--- src/rtl/decoder2to4_seq.sv ---
// Registered 2-to-4 decoder fed by a valid/ready code FIFO; each code is
// replayed as a one-hot pattern on d0..d3 for HOLD cycles.
module decoder2to4_seq #(
  parameter int DEPTH = 4,
  parameter int HOLD  = 2
) (
  input  logic       clk,
  input  logic       rst,
  input  logic       b0,
  input  logic       b1,
  input  logic       in_valid,
  output logic       in_ready,
  output logic       d0,
  output logic       d1,
  output logic       d2,
  output logic       d3,
  output logic       out_active,
  output logic [7:0] count
);
  localparam int AW = (DEPTH > 1) ? $clog2(DEPTH) : 1;
  localparam int HW = 4;

  typedef enum logic {IDLE, DRIVE} state_t;

  state_t        state, state_nx;
  logic [1:0]    mem [DEPTH];
  logic [AW-1:0] wr_ptr, rd_ptr;
  logic [AW:0]   occ;
  logic [HW-1:0] hold_cnt;
  logic [3:0]    d_q;
  logic          full, empty, push, pop, hold_zero;

  assign full      = (occ == (AW+1)'(DEPTH));
  assign empty     = (occ == '0);
  assign hold_zero = (hold_cnt == '0);
  // Readiness looks only at registered occupancy, so a same-cycle pop never frees a full FIFO.
  assign in_ready  = !rst && !full;
  assign push      = in_valid && in_ready;

  always_ff @(posedge clk) begin
    if (rst) state <= IDLE;
    else     state <= state_nx;
  end

  always_comb begin
    state_nx = state;
    case (state)
      IDLE:    if (!empty) state_nx = DRIVE;
      DRIVE:   if (hold_zero && empty) state_nx = IDLE;
      default: state_nx = IDLE;
    endcase
  end

  always_comb begin
    pop = 1'b0;
    case (state)
      IDLE:    pop = !empty;
      DRIVE:   pop = hold_zero && !empty;
      default: pop = 1'b0;
    endcase
  end

  always_ff @(posedge clk) begin
    if (push) mem[wr_ptr] <= {b1, b0};
  end

  always_ff @(posedge clk) begin
    if (rst) begin
      wr_ptr     <= '0;
      rd_ptr     <= '0;
      occ        <= '0;
      hold_cnt   <= '0;
      d_q        <= '0;
      out_active <= 1'b0;
      count      <= '0;
    end else begin
      if (push) wr_ptr <= wr_ptr + 1'b1;
      if (pop)  rd_ptr <= rd_ptr + 1'b1;
      case ({push, pop})
        2'b10:   occ <= occ + 1'b1;
        2'b01:   occ <= occ - 1'b1;
        default: occ <= occ;
      endcase
      if (pop) begin
        d_q        <= 4'b0001 << mem[rd_ptr];
        hold_cnt   <= HW'(HOLD - 1);
        out_active <= 1'b1;
        count      <= count + 8'd1;
      end else if (state == DRIVE) begin
        if (!hold_zero) begin
          hold_cnt <= hold_cnt - 1'b1;
        end else begin
          d_q        <= '0;
          out_active <= 1'b0;
        end
      end
    end
  end

  assign d0 = d_q[0];
  assign d1 = d_q[1];
  assign d2 = d_q[2];
  assign d3 = d_q[3];
endmodule

--- config.mk ---
export PLATFORM = sky130hd
export DESIGN_NAME = decoder2to4_seq
export DESIGN_NICKNAME = d
export VERILOG_FILES = /design/src/rtl/decoder2to4_seq.sv
export SDC_FILE = /design/constraint.sdc
export NUM_CORES = 1
export LEC_CHECK = 0
export ABC_AREA = 1
export CAP_MARGIN = 30
export CORE_MARGIN = 2
export CORE_UTILIZATION = 62
export CTS_BUF_LIST = sky130_fd_sc_hd__clkbuf_2
export DETAILED_ROUTE_END_ITERATION = 10
export GPL_ROUTABILITY_DRIVEN = 0
export PLACE_DENSITY = 0.93
export SYNTH_ARGS = -nofsm -noshare
export SYNTH_HDL_FRONTEND = slang
export SYNTH_SLANG_ARGS = --single-unit
--- constraint.sdc ---
create_clock -name clk -period 4.2 [get_ports clk]
set_input_delay 1.05 -clock clk [delete_from_list [all_inputs] [get_ports clk]]
set_output_delay 1.05 -clock clk [all_outputs]
set_load 0.02 [all_outputs]
==> run summary <==
By startpoint and endpoint, the worst setup path is classified as in -> out. In this run, the number of DRC markers left after iteration 0 of detailed routing was 66. The delay of the slowest critical-path stage is 0.64 ns. The root buffer cell chosen for the clock tree is sky130_fd_sc_hd__clkbuf_2.

The run gives 0.593 ns as the smallest setup slack after layout. For this design the ratio of total power to cell area is 621 nW/µm². The layout cell share with drive strength beyond 1 is 0.0978. The per-cell via count in the routed design works out to 5.61.

The sum of buffers and inverters on the critical path was 2; the number of cells traversed by the worst register-to-register path was 8. The tools report the footprint of the multi-input gates as 802 µm². Counting flops and latches in the post-synthesis netlist gives 35. The logs give 0 for the number of synthesis warnings and 1690 µm² for the netlist area before placement. Setup total negative slack on the finished layout was measured at 0 ns.

The final critical delay including setup and external delays is 3.61 ns, and the maximum fanout along the worst path is 9. For the highest clock rate, the log shows 277 MHz. Clock skew on the completed layout was measured at 0.0284 ns. For this run, design rule violations remaining after detail routing come to 0.

The total overflow left after global routing is 0. The startpoint type of the worst setup path was an input port. The tightest min-delay check is of the reg -> reg type. The netlist uses 28 different library cells.

First-pass iteration count of the detailed router: 4. The most common library cell in the layout ignoring fill and taps is sky130_fd_sc_hd__nand2_1. Compared with the post-synthesis result, the final layout area differs by 13.7%.

In this run, post-CTS repair resized a total of 0 instances. Hold violation count in the final report: 0. Worst-case headroom to the max-slew limit: 0.598. The critical path goes through clkdlybuf4s50_1 -> a31oi_1 -> clkdlybuf4s50_1. The number of top-level pins is 19. Number of nets produced by synthesis: 215. The highest-utilization routing layer at the global route stage is met2. 0 antenna diodes ended up in the layout. For the number of pins with negative max-slew slack in the final report, the log shows 0. Counting along the longest clock path gives a buffer depth of 2.

The startpoint identified for the worst register-to-register timing path is hold_cnt[0]. In this run the static leakage power is 0.779 nW. The capture point of the worst path was in_ready. The run gives 0.413 as the met2 usage.

The tools report the met1 usage in global routing as 0.267. The H-tree level count came out at 2. The endpoint identified for the worst register-to-register timing path is occ[1]. The total area of sequential cells came out at 781 µm². The critical path's slowest cell was sky130_fd_sc_hd__clkdlybuf4s50_1. In the synthesized netlist, the number of instances is 202.

Post-CTS setup buffer count: 0. The count of vias placed by the detailed router is 1,431, and the total detailed-routing wirelength is 3.47 mm. In this design, the largest share of critical-path delay is due to buffers and inverters. The total number of placement rows was 18. The cell seen most often among critical-path stages is sky130_fd_sc_hd__clkdlybuf4s50_1. In this run the horizontal extent of the chip is 56.3 µm. The critical path data required time came out at 3.15 ns. For flop-to-flop paths, the worst setup slack is 1.85 ns. After clock tree synthesis, the clock-pin slew on the worst setup and hold paths is 0.15 ns. In this run the cell area measured after placement is 1890 µm². Buffers placed on the I/O ports in this run total 18. The global-route usage over all layers was 0.240. The global-route met3 utilization came out at 0.0645. Once detailed placement completed, the half-perimeter wirelength came to 2.69 mm. The run gives 2.56 ns as the data arrival time of the worst path.

The top cell types in the final layout, fill and taps aside, are 48 x sky130_fd_sc_hd__nand2_1, 27 x sky130_fd_sc_hd__dfxtp_1, 19 x sky130_fd_sc_hd__inv_1, 19 x sky130_fd_sc_hd__a21oi_1, 18 x sky130_fd_sc_hd__clkdlybuf4s50_1. The count of nets left with antenna violations once routing finished came out at 0. The synthesized area per cell is 8.38 µm², and the count of fill cells added during filler insertion is 189. The wire length of the first global-routing pass came out at 5.93 mm. Clock tree synthesis inserted a total of 5 buffers.

The flow ran to the end, and the final reports show no timing, DRC or antenna violations. The logic depth of the worst setup path including buffers was 3. The starting utilization of the core area is 0.671, and the die area is 3160 µm². The worst-case IR drop observed on VDD is 493 µV. TritonCTS built the clock tree.

For the number of failing setup endpoints in the final timing report, the log shows 0. The final routed wire length divided by cell count works out to 13.6 µm. Once layout is done, the placed cells without fillers occupy 1920 µm². The run gives 237 as the number of nets in the finished design. The via count of the first global-routing pass is 1,377, and the actual slew at the worst max-slew pin is 0.604 ns.

The run gives 35 as the clock sink total. The reported max-cap violation count came out at 0. The sequential element share of the synthesized area was 0.461; the area of the core was 2520 µm². The share of the clock period used by the worst path after layout works out to 0.859. Setup repair after global routing left no endpoint under its margin. The run gives 0.500 ns as the pre-CTS setup slack. The clock insertion delay at the later pin of the skew report is 0.38 ns. The number of antenna violations at the first check in global routing is 0. The post-cts hold buffer count came out at 0. The die is 56.3 µm tall. The critical path starts at rst. The tools report the kind of end point of the critical path as an output pin. Entering global routing, the biggest net connects 20 pins.
[cells in the mapped netlist]
cell type / n / area share
sky130_fd_sc_hd__nand3_4: 1 / 0.010
sky130_fd_sc_hd__nor2_2: 1 / 0.0037
sky130_fd_sc_hd__nand3b_1: 2 / 0.0089
sky130_fd_sc_hd__a21oi_1: 19 / 0.056
sky130_fd_sc_hd__a21oi_2: 5 / 0.026
sky130_fd_sc_hd__buf_6: 2 / 0.013
sky130_fd_sc_hd__edfxtp_1: 8 / 0.14
sky130_fd_sc_hd__nand3_1: 15 / 0.044
sky130_fd_sc_hd__buf_2: 1 / 0.0030
sky130_fd_sc_hd__xnor2_1: 1 / 0.0052
sky130_fd_sc_hd__nor2_1: 16 / 0.035
sky130_fd_sc_hd__a31oi_1: 1 / 0.0037
sky130_fd_sc_hd__nand2_8: 1 / 0.012
sky130_fd_sc_hd__nand2_4: 1 / 0.0067
sky130_fd_sc_hd__o21ai_1: 1 / 0.0030
sky130_fd_sc_hd__nor3_1: 2 / 0.0059
sky130_fd_sc_hd__dfxtp_1: 27 / 0.32
sky130_fd_sc_hd__nand4_1: 3 / 0.011
sky130_fd_sc_hd__o21ai_0: 8 / 0.024
sky130_fd_sc_hd__or2_0: 1 / 0.0037
sky130_fd_sc_hd__inv_2: 2 / 0.0044
sky130_fd_sc_hd__ha_1: 7 / 0.052
sky130_fd_sc_hd__nand2_1: 48 / 0.11
sky130_fd_sc_hd__inv_1: 19 / 0.042
sky130_fd_sc_hd__xor2_1: 4 / 0.021
sky130_fd_sc_hd__nand3_2: 4 / 0.024
sky130_fd_sc_hd__fa_1: 1 / 0.012
sky130_fd_sc_hd__clkbuf_1: 1 / 0.0022
[cells by family (layout without fill, tap and decap cells)]
kind of cell	count (synthesis)	in the layout	synth area share
XOR/XNOR	5	5	0.0259
AND/OR/NAND/NOR	95	95	0.272
flip-flops	35	35	0.461
AO/OA/AOI/OAI	34	34	0.112
adder cells (fa/ha/maj)	8	8	0.0636
buffers and inverters	25	48	0.0650
[per-stage QoR]
step / std cells / hold WS (ns) / utilization / power, W
5_1_grt: 255 / 0.490 / 0.763 / 0.00128
3_3_place_gp: 247 / 0.454 / 0.748 / 0.00101
2_1_floorplan: 202 / 0.442 / - / 0.000919
6_report: 255 / 0.475 / 0.763 / 0.00119
3_5_place_dp: 247 / 0.456 / 0.748 / 0.00105
4_1_cts: 255 / 0.477 / 0.763 / 0.00119
[final cells by class]
cell class / count / share of cell area
inverter: 21 / 0.0410
sequential: 35 / 0.406
clock inverter: 2 / 0.00390
clock buffer: 6 / 0.0156
multi-input combinational: 142 / 0.417
tap: 30 / 0.0195
timing repair buffer: 19 / 0.0975
[worst min-delay path: stages, from the launching register on]
cell and delay (ns):
sky130_fd_sc_hd__dfxtp_1 0.34, sky130_fd_sc_hd__nand2_1 0.06, sky130_fd_sc_hd__a21oi_1 0.06
[flip-flops by register name, summed over array words and instances (netlist names), named ones only]
register	count
occ	3
count	8
wr_ptr	2
state	1
mem	8
hold_cnt	4
rd_ptr	2
d_q	4
out_active	1
[routing by layer]
metal,part of all wire,up-vias
met5,0,-
li1,-,712
met1,0.42,662
met3,0.046,13
met2,0.50,44
met4,0.031,0
[how the worst min path moves through the flow]
| stage | to | slack (ns) | from | cells past startpoint |
|---|---|---|---|---|
| after floorplan | hold_cnt[1] | 0.44 | hold_cnt[1] | 2 |
| after global placement | hold_cnt[1] | 0.45 | hold_cnt[1] | 2 |
| after detailed placement | out_active | 0.46 | out_active | 2 |
| after CTS | out_active | 0.48 | out_active | 2 |
| after global routing | out_active | 0.49 | out_active | 2 |
| final | out_active | 0.48 | out_active | 2 |
[power by group]
group / internal, W / leakage (nW) / switching (W)
Sequential: 0.000421 / 0.294 / 0.0000611
Combinational: 0.000205 / 0.457 / 0.000361
Clock: 0.0000400 / 0.0281 / 0.000107
(Power assumes the default switching activity.)
